--- src/rtl/rst_seq_pkg.sv ---
// Shared definitions for the reset sequencer: state encodings and widths.
package rst_seq_pkg;

  localparam int unsigned STATE_W    = 3;
  localparam int unsigned LOST_CNT_W = 8;

  typedef enum logic [STATE_W-1:0] {
    ST_IDLE      = 3'd0,
    ST_WAIT_LOCK = 3'd1,
    ST_RELEASE   = 3'd2,
    ST_RUN       = 3'd3,
    ST_HOLD      = 3'd4
  } seq_state_e;

endpackage

--- src/rtl/rst_sequencer_sync_2ff.sv ---
// Two-flop synchroniser for a single asynchronous bit.
//   clk   : destination clock
//   rst_n : synchronous active-low clear of both flops
//   d     : asynchronous input
//   q     : synchronised output, lags d by two clk edges
module sync_2ff (
  input  logic clk,
  input  logic rst_n,
  input  logic d,
  output logic q
);

  logic meta;

  always_ff @(posedge clk) begin
    if (!rst_n) begin
      meta <= 1'b0;
      q    <= 1'b0;
    end else begin
      meta <= d;
      q    <= meta;
    end
  end

endmodule

--- src/rtl/rst_sequencer.sv ---
// Reset sequencer: qualifies PLL lock, then releases NUM_CH active-low
// resets one at a time, restarting on lock loss or a software request.
//   sys_clk       : sole clock
//   sys_rst       : synchronous active-low reset
//   pll_locked    : asynchronous PLL lock indicator
//   sw_rst_req    : one-cycle software reset request (honoured in RUN only)
//   rst_n_out     : per-channel active-low resets, bit 0 released first
//   seq_done      : high while all channels are released
//   state_o       : current state encoding
//   lock_lost_cnt : saturating count of lock-loss events
module rst_sequencer
  import rst_seq_pkg::*;
#(
  parameter int unsigned NUM_CH      = 4,
  parameter int unsigned LOCK_STABLE = 256,
  parameter int unsigned STAGE_DLY   = 1000,
  parameter int unsigned SW_RST_HOLD = 16,
  parameter int unsigned CNT_W       = 16
) (
  input  logic                  sys_clk,
  input  logic                  sys_rst,
  input  logic                  pll_locked,
  input  logic                  sw_rst_req,
  output logic [NUM_CH-1:0]     rst_n_out,
  output logic                  seq_done,
  output logic [STATE_W-1:0]    state_o,
  output logic [LOST_CNT_W-1:0] lock_lost_cnt
);

  localparam int unsigned IDX_W = (NUM_CH > 1) ? $clog2(NUM_CH) : 1;

  seq_state_e       state;
  logic             lk_s;
  logic [CNT_W-1:0] stable_cnt;
  logic [CNT_W-1:0] dly_cnt;
  logic [CNT_W-1:0] hold_cnt;
  logic [IDX_W-1:0] ch_idx;

  sync_2ff u_lock_sync (
    .clk   (sys_clk),
    .rst_n (sys_rst),
    .d     (pll_locked),
    .q     (lk_s)
  );

  assign state_o = state;

  // Sequencing FSM with counters and registered outputs.
  always_ff @(posedge sys_clk) begin
    if (!sys_rst) begin
      state         <= ST_IDLE;
      stable_cnt    <= '0;
      dly_cnt       <= '0;
      hold_cnt      <= '0;
      ch_idx        <= '0;
      rst_n_out     <= '0;
      seq_done      <= 1'b0;
      lock_lost_cnt <= '0;
    end else begin
      case (state)
        ST_IDLE: begin
          state      <= ST_WAIT_LOCK;
          stable_cnt <= '0;
        end

        ST_WAIT_LOCK: begin
          if (!lk_s) begin
            stable_cnt <= '0;
          end else if (stable_cnt == CNT_W'(LOCK_STABLE - 1)) begin
            state      <= ST_RELEASE;
            stable_cnt <= '0;
            dly_cnt    <= '0;
            ch_idx     <= '0;
          end else begin
            stable_cnt <= stable_cnt + CNT_W'(1);
          end
        end

        ST_RELEASE, ST_RUN, ST_HOLD: begin
          if (!lk_s) begin
            // Lock loss outranks everything but sys_rst, including sw_rst_req.
            state      <= ST_WAIT_LOCK;
            stable_cnt <= '0;
            dly_cnt    <= '0;
            hold_cnt   <= '0;
            ch_idx     <= '0;
            rst_n_out  <= '0;
            seq_done   <= 1'b0;
            if (lock_lost_cnt != '1) begin
              lock_lost_cnt <= lock_lost_cnt + LOST_CNT_W'(1);
            end
          end else if (state == ST_RELEASE) begin
            if (dly_cnt == CNT_W'(STAGE_DLY - 1)) begin
              dly_cnt <= '0;
              ch_idx  <= ch_idx + IDX_W'(1);
              for (int unsigned i = 0; i < NUM_CH; i++) begin
                if (ch_idx == IDX_W'(i)) begin
                  rst_n_out[i] <= 1'b1;
                end
              end
              if (ch_idx == IDX_W'(NUM_CH - 1)) begin
                state    <= ST_RUN;
                seq_done <= 1'b1;
              end
            end else begin
              dly_cnt <= dly_cnt + CNT_W'(1);
            end
          end else if (state == ST_RUN) begin
            if (sw_rst_req) begin
              state     <= ST_HOLD;
              hold_cnt  <= '0;
              rst_n_out <= '0;
              seq_done  <= 1'b0;
            end
          end else begin
            // HOLD returns straight to RELEASE; lock is not requalified.
            if (hold_cnt == CNT_W'(SW_RST_HOLD - 1)) begin
              state    <= ST_RELEASE;
              hold_cnt <= '0;
              dly_cnt  <= '0;
              ch_idx   <= '0;
            end else begin
              hold_cnt <= hold_cnt + CNT_W'(1);
            end
          end
        end

        default: begin
          state <= ST_IDLE;
        end
      endcase
    end
  end

endmodule

--- config.mk ---
export PLATFORM = sky130hd
export DESIGN_NAME = rst_sequencer
export DESIGN_NICKNAME = d
export VERILOG_FILES = /design/src/rtl/rst_seq_pkg.sv /design/src/rtl/rst_sequencer_sync_2ff.sv /design/src/rtl/rst_sequencer.sv
export SDC_FILE = /design/constraint.sdc
export NUM_CORES = 1
export LEC_CHECK = 0
export ABC_AREA = 1
export CAP_MARGIN = 20
export CORE_MARGIN = 4
export CORE_UTILIZATION = 50
export CTS_CLUSTER_SIZE = 20
export DETAILED_ROUTE_END_ITERATION = 6
export GPL_TIMING_DRIVEN = 0
export HOLD_SLACK_MARGIN = 0.15
export PLACE_DENSITY = 0.75
export REMOVE_ABC_BUFFERS = 1
export SYNTH_ARGS = -nofsm -noshare
export SYNTH_HDL_FRONTEND = slang
export SYNTH_SLANG_ARGS = --single-unit
--- constraint.sdc ---
create_clock -name sys_clk -period 2.6 [get_ports sys_clk]
set_input_delay 0.39 -clock sys_clk [delete_from_list [all_inputs] [get_ports sys_clk]]
set_output_delay 0.39 -clock sys_clk [all_outputs]
set_load 0.02 [all_outputs]
==> run_results.csv <==
group,metric,value,unit
run_status,status,"completed",
clock_network,clk_pin_slew_worst_paths,70,ps
place,place_congestion,0.905,
die,dieArea,0.00908,sq mm
clock_network,cts_num_sinks,67,
timing,slew_viol_final,0,
cells_and_area,multi_input_area,0.00212,sq mm
setup_path,startpoint_type,"primary input",
setup_path,crit_arrival,2580,ps
power_and_ir_drop,seq_power_share,0.390,
synth,synth_top_cell_area_share,0.352,
route,vias,3654,
clock_network,cts.path.max_buffers,2,
global_routing,grt_pass1_vias,3463,
clock_network,cts_inserted_buffers,9,
clock_network,clk_latency,340,ps
route,finalWirelength,8340,um
clock_network,htree_num_levels,3,
die,core_area,0.00733,sq mm
global_routing,grt_use_total,0.203,
timing,holdWs,428,ps
synth,syn_inst,589,
cells_and_area,layout_common_cells,"nand2_1, nor2_1, inv_1",
setup_path,cp_max_fo,25,
route,routedWlPerCell,11.8,um
cells_and_area,syn2layout_area_growth,11.3,%
synth,synth_seq_cells,67,
route,drc_errors,0,
power_and_ir_drop,power_frac_clock,0.276,
setup_path,critPathKind,"primary input to flip-flop",
route,detail-route-antenna-nets,0,
synth,yosysSeqAreaShare,0.352,
timing,max_freq,434,MHz
clock_network,root_buffer,"clkbuf_8",
power_and_ir_drop,power_density,713,mW/mm^2
die,chipWidth,95.3,um
place,io_buffers,19,
timing,skew,6.81,ps
die,initial_core_util,0.520,
cells_and_area,diodes,0,
clock_network,post_cts_buffers,0,
route,dr.pass1.iters,4,
timing,final.period_utilization,0.886,
cells_and_area,layout_commonest_cell,"nand2_1",
die,die_h,95.3,um
synth,ys.flop_type,"dfxtp_1",
power_and_ir_drop,internal-power,0.00189,W
setup_path,worst_setup_path_end_kind,"flip-flop",
synth,syn_area,0.00381,sq mm
power_and_ir_drop,switchingPower,0.00114,W
cells_and_area,nNetsFinal,617,
timing,rsz0062_at_grt,"no",
timing,tightestPinTransition,891,ps
synth,ys_types,38,
run,max-cap-violations,0,
global_routing,grt_max_degree,26,
timing,setup_violations,0,
synth,avgSynthCellArea,6.47,sq um
die,num_io_pins,20,
worst_hold_path,holdCritPathClass,"flip-flop to flip-flop",
route,drt_iter0_drc,178,
power_and_ir_drop,p_leak,1.71,nW
synth,async_flop_share,0,
power_and_ir_drop,pwr-share-comb,0.334,
cells_and_area,final_layout_size_suffix_gt1_frac,0.0461,
place,dp_worst_setup_slack,-525,ps
die,core.rowCount,31,
synth,yosysTopAreaCell,"dfxtp_1",
cells_and_area,seq_area,0.00134,sq mm
setup_path,required,2880,ps
place,dp_hpwl,5890,um
synth,synth-edff-count,0,
power_and_ir_drop,swShare,0.376,
cells_and_area,fillers,707,
route,avgViaCountPerCell,5.17,
global_routing,overflow,0,
timing,relSlewSlack,0.402,
synth,synth_warnings,0,
timing,finalHoldViolations,0,
global_routing,antenna_found_initial,0,
timing,layout_setup_ws,297,ps
timing,fin_crit,2300,ps
clock_network,hold_buffers,0,
global_routing,grt_pass1_wl,14700,um
clock_network,cts_tree,"yes",
power_and_ir_drop,ir_drop,0.348,mV
synth,synth.area.top_cells,"dfxtp_1, nand2_1, nor2_1, inv_1, a21oi_1",
-- power by group through the flow --
stage	clock network (W)	logic, W	registers, W
2_1_floorplan	0	0.000624	0.00126
3_3_place_gp	0	0.000980	0.00119
3_5_place_dp	0	0.00100	0.00120
4_1_cts	0.000860	0.00101	0.00118
5_1_grt	0.000898	0.00113	0.00119
6_report	0.000833	0.00101	0.00118
-- final cells by class --
class | count | area share
clock buffers | 12 | 0.0342
clock inverters | 2 | 0.00885
well taps | 99 | 0.0292
repair buffers | 19 | 0.0449
multi-input cells | 433 | 0.500
inverters | 75 | 0.0667
flip-flops and latches | 67 | 0.316
-- state kept, by name, summed over array words and instances (netlist names), 2 cells and up --
| name | cells |
|---|---|
| lock_lost_cnt | 8 |
| ch_idx | 2 |
| rst_n_out | 4 |
| state_o | 3 |
| stable_cnt | 16 |
| hold_cnt | 16 |
| dly_cnt | 16 |
-- metal layers --
layer	track usage	share of wire	up-vias
met5	0	0	-
met4	0.0998	0.018	0
met3	0.0434	0.034	11
met2	0.335	0.46	55
met1	0.249	0.49	1671
li1	-	-	1917
-- cells by family (layout without fill, tap and decap cells) --
kind of cell               Yosys count  in the layout  share of synthesized area
DFF                                 67             67                      0.352
and+or+nand+nor                    338            338                      0.385
xor gates and xnor gates            13             13                     0.0299
AOI/OAI and AO/OA                   74             74                      0.114
buffers and inverters               89            108                     0.0923
adders and majority gates            8              8                     0.0263
-- worst paths after layout --
kind / startpoint / end / slack (ps) / cells past startpoint
max: sys_rst / hold_cnt[9] / 300 / 5
min: u_lock_sync.meta / u_lock_sync.q / 430 / 2
max reg2reg: u_lock_sync.q / hold_cnt[0] / 370 / 6
min reg2reg: u_lock_sync.meta / u_lock_sync.q / 430 / 2
-- synthesized netlist by cell type, types with 2 or more instances --
master       n
inv_1       72
or2_2        3
buf_4        3
o21ai_1      2
a21oi_1     39
a22oi_1      2
o21bai_1     5
clkbuf_1     5
o211a_1      4
nand3b_1     7
o2111ai_1    2
xor2_1      10
inv_2        2
buf_2        5
nor2_4       3
nor3_1      14
dfxtp_1     67
nand2_1    149
nand4_1     19
nor2_2       3
nand3_1     39
o21ai_0     15
xnor2_1      3
ha_1         8
nor2_1      95
-- repair_timing --
action / in CTS / in global routing
endpoints found under the setup margin: 10 / 2
gates resized for setup: 1 / 1
gates cloned: 0 / 0
-- per-stage QoR --
stage	cell area, sq um	total power [W]	cells	TNS (ps)	util
finish	4240	0.00302	707	0	0.578
global route	4240	0.00322	707	0	0.578
CTS	4240	0.00305	707	0	0.578
detailed placement	4050	0.00220	693	-5990	0.553
global placement	4050	0.00217	693	-6710	0.553
floorplan	3740	0.00188	575	0	-
-- critical path: stages --
cell,delay [ps]
clkdlybuf4s50_1,950
clkinv_2,560
a21oi_4,400
nand2_1,130
a21boi_1,140
Note: power is estimated with default switching activity, not from simulation.
